--- src/rtl/tmds_pll_rst_seq.sv ---
// Lock supervisor and reset sequencer for the TMDS PLL (clkin domain).
// Optional lock-loss counter enabled by defining TMDS_PLL_RST_SEQ_LOSS_CNT_EN.
module tmds_pll_rst_seq #(
  parameter int unsigned RST_PULSE_CYC    = 16,
  parameter int unsigned LOCK_TIMEOUT_CYC = 50000,
  parameter int unsigned STABLE_CYC       = 1024,
  parameter int unsigned SER_TO_PIX_CYC   = 8,
  parameter int unsigned MAX_RETRY        = 4,
  parameter int unsigned CNT_W            = 16
) (
  input  logic       clkin,
  input  logic       reset,
  input  logic       lock_i,
  output logic       pll_rst_o,
  output logic       ser_rst_o,
  output logic       pix_rst_o,
  output logic       ready_o,
  output logic       fail_o,
  output logic [3:0] retry_cnt_o,
  output logic [7:0] lock_loss_cnt_o
);

  typedef enum logic [2:0] {
    ST_PLL_RST,
    ST_WAIT_LOCK,
    ST_STABLE,
    ST_REL_SER,
    ST_RUN,
    ST_FAIL
  } state_t;

  localparam logic [CNT_W-1:0] RST_LAST    = CNT_W'(RST_PULSE_CYC - 1);
  localparam logic [CNT_W-1:0] TO_LAST     = CNT_W'(LOCK_TIMEOUT_CYC - 1);
  localparam logic [CNT_W-1:0] STABLE_LAST = CNT_W'(STABLE_CYC - 1);
  localparam logic [CNT_W-1:0] S2P_LAST    = CNT_W'(SER_TO_PIX_CYC - 1);
  localparam logic [CNT_W-1:0] CNT_ONE     = CNT_W'(1);
  localparam logic [3:0]       MAX_R       = 4'(MAX_RETRY);

  state_t           state, state_nx;
  logic [CNT_W-1:0] cnt, cnt_nx;
  logic [3:0]       retry_nx, retry_inc;
  logic             lock_m, lock_s;
  logic             pll_rst_nx, ser_rst_nx, pix_rst_nx, ready_nx, fail_nx;

  always_ff @(posedge clkin or posedge reset) begin
    if (reset) begin
      lock_m <= 1'b0;
      lock_s <= 1'b0;
    end else begin
      lock_m <= lock_i;
      lock_s <= lock_m;
    end
  end

  always_ff @(posedge clkin or posedge reset) begin
    if (reset) begin
      state       <= ST_PLL_RST;
      cnt         <= '0;
      retry_cnt_o <= '0;
      pll_rst_o   <= 1'b1;
      ser_rst_o   <= 1'b1;
      pix_rst_o   <= 1'b1;
      ready_o     <= 1'b0;
      fail_o      <= 1'b0;
    end else begin
      state       <= state_nx;
      cnt         <= cnt_nx;
      retry_cnt_o <= retry_nx;
      pll_rst_o   <= pll_rst_nx;
      ser_rst_o   <= ser_rst_nx;
      pix_rst_o   <= pix_rst_nx;
      ready_o     <= ready_nx;
      fail_o      <= fail_nx;
    end
  end

  always_comb begin
    state_nx  = state;
    cnt_nx    = cnt;
    retry_nx  = retry_cnt_o;
    retry_inc = (retry_cnt_o == 4'hF) ? 4'hF : retry_cnt_o + 4'd1;
    case (state)
      ST_PLL_RST: begin
        if (cnt == RST_LAST) begin
          cnt_nx   = '0;
          state_nx = ST_WAIT_LOCK;
        end else begin
          cnt_nx = cnt + CNT_ONE;
        end
      end
      ST_WAIT_LOCK: begin
        if (lock_s) begin
          cnt_nx   = '0;
          state_nx = ST_STABLE;
        end else if (cnt == TO_LAST) begin
          retry_nx = retry_inc;
          cnt_nx   = '0;
          state_nx = (retry_inc == MAX_R) ? ST_FAIL : ST_PLL_RST;
        end else begin
          cnt_nx = cnt + CNT_ONE;
        end
      end
      ST_STABLE: begin
        if (!lock_s) begin
          cnt_nx   = '0;
          state_nx = ST_WAIT_LOCK;
        end else if (cnt == STABLE_LAST) begin
          cnt_nx   = '0;
          state_nx = ST_REL_SER;
        end else begin
          cnt_nx = cnt + CNT_ONE;
        end
      end
      ST_REL_SER: begin
        // Lock loss wins over a release falling on the same cycle.
        if (!lock_s) begin
          cnt_nx   = '0;
          state_nx = ST_WAIT_LOCK;
        end else if (cnt == S2P_LAST) begin
          cnt_nx   = '0;
          retry_nx = '0;
          state_nx = ST_RUN;
        end else begin
          cnt_nx = cnt + CNT_ONE;
        end
      end
      ST_RUN: begin
        if (!lock_s) begin
          cnt_nx   = '0;
          state_nx = ST_WAIT_LOCK;
        end
      end
      ST_FAIL: begin
        state_nx = ST_FAIL;
      end
      default: begin
        cnt_nx   = '0;
        state_nx = ST_PLL_RST;
      end
    endcase

    // Outputs are decoded from the next state so they register together with it.
    pll_rst_nx = (state_nx == ST_PLL_RST);
    ser_rst_nx = !((state_nx == ST_REL_SER) || (state_nx == ST_RUN));
    pix_rst_nx = (state_nx != ST_RUN);
    ready_nx   = (state_nx == ST_RUN);
    fail_nx    = (state_nx == ST_FAIL);
  end

`ifdef TMDS_PLL_RST_SEQ_LOSS_CNT_EN
  logic loss_ev;
  assign loss_ev = ((state == ST_REL_SER) || (state == ST_RUN)) && !lock_s;

  always_ff @(posedge clkin or posedge reset) begin
    if (reset) begin
      lock_loss_cnt_o <= '0;
    end else if (loss_ev && (lock_loss_cnt_o != 8'hFF)) begin
      lock_loss_cnt_o <= lock_loss_cnt_o + 8'd1;
    end
  end
`else
  assign lock_loss_cnt_o = 8'd0;
`endif

endmodule

--- config.mk ---
export PLATFORM = sky130hd
export DESIGN_NAME = tmds_pll_rst_seq
export DESIGN_NICKNAME = d
export VERILOG_FILES = /design/src/rtl/tmds_pll_rst_seq.sv
export SDC_FILE = /design/constraint.sdc
export NUM_CORES = 1
export LEC_CHECK = 0
export CAP_MARGIN = 20
export CORE_ASPECT_RATIO = 1.1
export CORE_MARGIN = 2
export CORE_UTILIZATION = 30
export DETAILED_ROUTE_END_ITERATION = 8
export GPL_TIMING_DRIVEN = 0
export HOLD_SLACK_MARGIN = 0.06
export PLACE_DENSITY = 0.56
export SETUP_SLACK_MARGIN = 0.1
export SYNTH_ARGS = -nofsm -noshare
export SYNTH_HDL_FRONTEND = slang
export SYNTH_SLANG_ARGS = --single-unit
export TNS_END_PERCENT = 30
--- constraint.sdc ---
create_clock -name clkin -period 6.75 [get_ports clkin]
set_input_delay 1.0125 -clock clkin [delete_from_list [all_inputs] [get_ports clkin]]
set_output_delay 1.0125 -clock clkin [all_outputs]
set_load 0.02 [all_outputs]
==> key figures <==
Power and ir drop
  – Peak supply drop: 110 µV
  – Cell area power density: 269 nW/µm²
  – Leakage: 0.944 nW

Routing
  – DRT iter0 DRCs: 83
  – DR vias/cell: 5.13
  – Final WL: 3.96 mm
  – DRC Markers: 0
  – WL/cell: 13.1 µm
  – Routed Antenna Nets: 0
  – First-pass DRT Iterations: 4
  – Vias: 1555

Floorplan
  – Full die area: 6740 µm²
  – Die width: 78.5 µm
  – Core box area: 5840 µm²
  – Ports: 20
  – Die height: 85.9 µm
  – Row cnt: 29
  – Initial Util: 31.3%

Clock tree
  – Reg clk slew, reported paths: 60 ps
  – CTS Buffer Depth: 2
  – CTS tree: built
  – PostCTS Resize Cnt: 0
  – Hold buffer count at cts: 0
  – TritonCTS Buffers: 5
  – Clk Latency, worst-skew pair: 290 ps
  – Root Driver: clkbuf_8
  – Post-CTS Setup Inserts: 0
  – Clk sinks: 30
  – H-tree levels: 2

Cells and area
  – Final Net Count: 230
  – Most frequent cells in the layout: dfrtp_1 (27), nor2_1 (14), nand2_1 (11), clkdlybuf4s50_1 (11), nand3_1 (10)
  – Fin area: 2170 µm²
  – Footprint of the multi-input gates: 983 µm²
  – Ant diodes: 0
  – Fill cell count: 600
  – FF+latch area: 754 µm²
  – Share of cells above drive strength 1: 13.3%
  – Area grow syn2layout: 18.6%
  – Most common cell after layout, fill and taps aside: dfrtp_1

Logic synthesis
  – Synth warnings: 0
  – Gate Count Post-Synth: 199
  – Sequential share of the synthesized area: 41.2%
  – EDFF count, synth: 0
  – Netlist cell types: 52
  – Mapped Avg Cell Area: 9.19 µm²
  – Post-Syn Area: 1830 µm²
  – Synth Flop Type: dfrtp_1
  – Ys async rst share: 100%
  – Number of synthesized register bits: 30

Worst setup path
  – Worst EP required: 6930 ps
  – CP arrival: 2750 ps
  – Crit end category: flop
  – Reg2Reg Launch Point: cnt[0]
  – R2R Setup Slk: 4180 ps
  – FF-to-FF End: cnt[14]
  – Crit path max fanout: 9
  – Worst Reg-to-Reg Cells: 7
  – Critical Path Source Type: flop
  – Critical path class: reg -> reg

GRT
  – Gr usage total: 13.1%
  – Largest net degree at the start of global routing: 20
  – First-pass GRT wire length: 7.02 mm
  – Vias in the first global route: 1494
  – Initial antenna violation count: 0
  – GRT overflow: 0

Hold path
  – Worst Hold Depth: 0
  – Hold EP: lock_s
  – Hold WC Path Type: reg -> reg
  – Hold Crit Start: lock_m

STA
  – Worst rel slew slack: 55.2%
  – Final Critical Period: 2570 ps
  – Final hold vios: 0
  – Unrepaired setup endpoints after global routing: false
  – Layout Skew: 7.90 ps
  – Setup TNS: 0 ps
  – Final setup fails: 0
  – Max frequency: 0.389 GHz
  – Tcrit/Tclk final: 38.1%
  – Slew Limit Fails: 0
  – Slew at the pin closest to its max-slew limit: 667 ps

Status
  – Status: complete, no violations

Placed design
  – Port buffer count: 11
  – Dpl cell area: 2090 µm²
  – Final GP Congestion: 0.831
  – DP HPWL: 2.92 mm

Flow run
  – Total of max-cap violations: 0
==> layer usage <==
| layer | routed length (µm) | vias up | global-route usage, % |
|---|---|---|---|
| met5 | 0 | - | 0 |
| met4 | 47 | 0 | 5.10 |
| met3 | 147 | 5 | 3.05 |
| met2 | 1950 | 27 | 21.6 |
| met1 | 1820 | 755 | 16.7 |
| li1 | - | 768 | - |
==> where the power goes <==
group	switching, W	leakage (nW)	internal, W
Sequential	0.0000219	0.397	0.000206
Combinational	0.000124	0.508	0.0000930
Clock	0.0000656	0.0395	0.0000731
Total	0.000212	0.944	0.000372
==> cell usage after synthesis, types with 3 or more instances <==
cell type | count | area, µm²
buf_4 | 8 | 60.1
inv_1 | 5 | 18.8
xnor2_1 | 3 | 26.3
nor2_1 | 14 | 52.6
xor2_1 | 5 | 43.8
nand2b_1 | 4 | 25.0
dfstp_2 | 3 | 78.8
a21o_1 | 8 | 60.1
nand2_1 | 11 | 41.3
a21oi_1 | 9 | 45.0
nor4_1 | 4 | 25.0
nand3_1 | 10 | 50.1
o21ai_1 | 5 | 25.0
dfrtp_1 | 27 | 676
or3_1 | 5 | 31.3
nand4_1 | 8 | 50.1
nor3b_1 | 3 | 22.5
a31oi_1 | 5 | 31.3
o21ai_0 | 4 | 20.0
nor3_1 | 7 | 35.0
and3_1 | 8 | 50.1
clkbuf_1 | 6 | 22.5
==> critical path, cell delays in order (launching register included) <==
cell     delay, ps
dfrtp_1        400
ha_1           260
or4b_1         540
nor4_1         440
o32a_2         240
nand3_2        200
a21o_1         220
a21o_1         170
==> area by class of cell <==
| class | count | area share, % |
|---|---|---|
| flip-flops and latches | 30 | 34.8 |
| inverters | 5 | 0.865 |
| well taps | 77 | 4.44 |
| multi-input cells | 155 | 45.3 |
| repair buffers | 12 | 6.34 |
| plain buffers | 16 | 4.56 |
| clock buffers | 8 | 3.69 |
==> state kept, by name, summed over array words and instances, names as in the netlist <==
register / count
pll_rst_o: 1
ready_o: 1
state: 3
pix_rst_o: 1
cnt: 16
lock_m: 1
ser_rst_o: 1
retry_cnt_o: 4
lock_s: 1
fail_o: 1
==> worst max-delay path by stage <==
stage           start      end  slack [ps]  depth (start not counted)
2_1_floorplan  cnt[0]  cnt[10]        4530                          8
3_3_place_gp   cnt[0]  cnt[14]        4230                          7
3_5_place_dp   cnt[0]   cnt[6]        4190                          8
4_1_cts        cnt[0]  cnt[14]        4180                          7
5_1_grt        cnt[0]   cnt[6]        4000                          8
6_report       cnt[0]  cnt[14]        4180                          7
==> kinds of logic after synthesis <==
kind of cell	count (synthesis)	share of synthesized area (%)
AOI/OAI and AO/OA	41	14.8
xor gates and xnor gates	8	3.83
adders and majority gates	2	1.37
buffers and inverters	21	6.43
DFF	30	41.2
muxes	1	0.547
other	1	0.205
and+or+nand+nor	95	31.5
==> per-stage QoR <==
stage / instances / worst slack [ps] / total power (W) / hold WS, ps / util [%]
floorplan: 206 / 4530 / 0.000392 / 331 / -
global placement: 294 / 4230 / 0.000442 / 341 / 35.3
detailed placement: 295 / 4190 / 0.000447 / 341 / 35.8
CTS: 303 / 4180 / 0.000587 / 355 / 37.1
global route: 303 / 4000 / 0.000626 / 371 / 37.1
finish: 303 / 4180 / 0.000583 / 358 / 37.1
No activity file was read; power rests on OpenSTA's default activity.
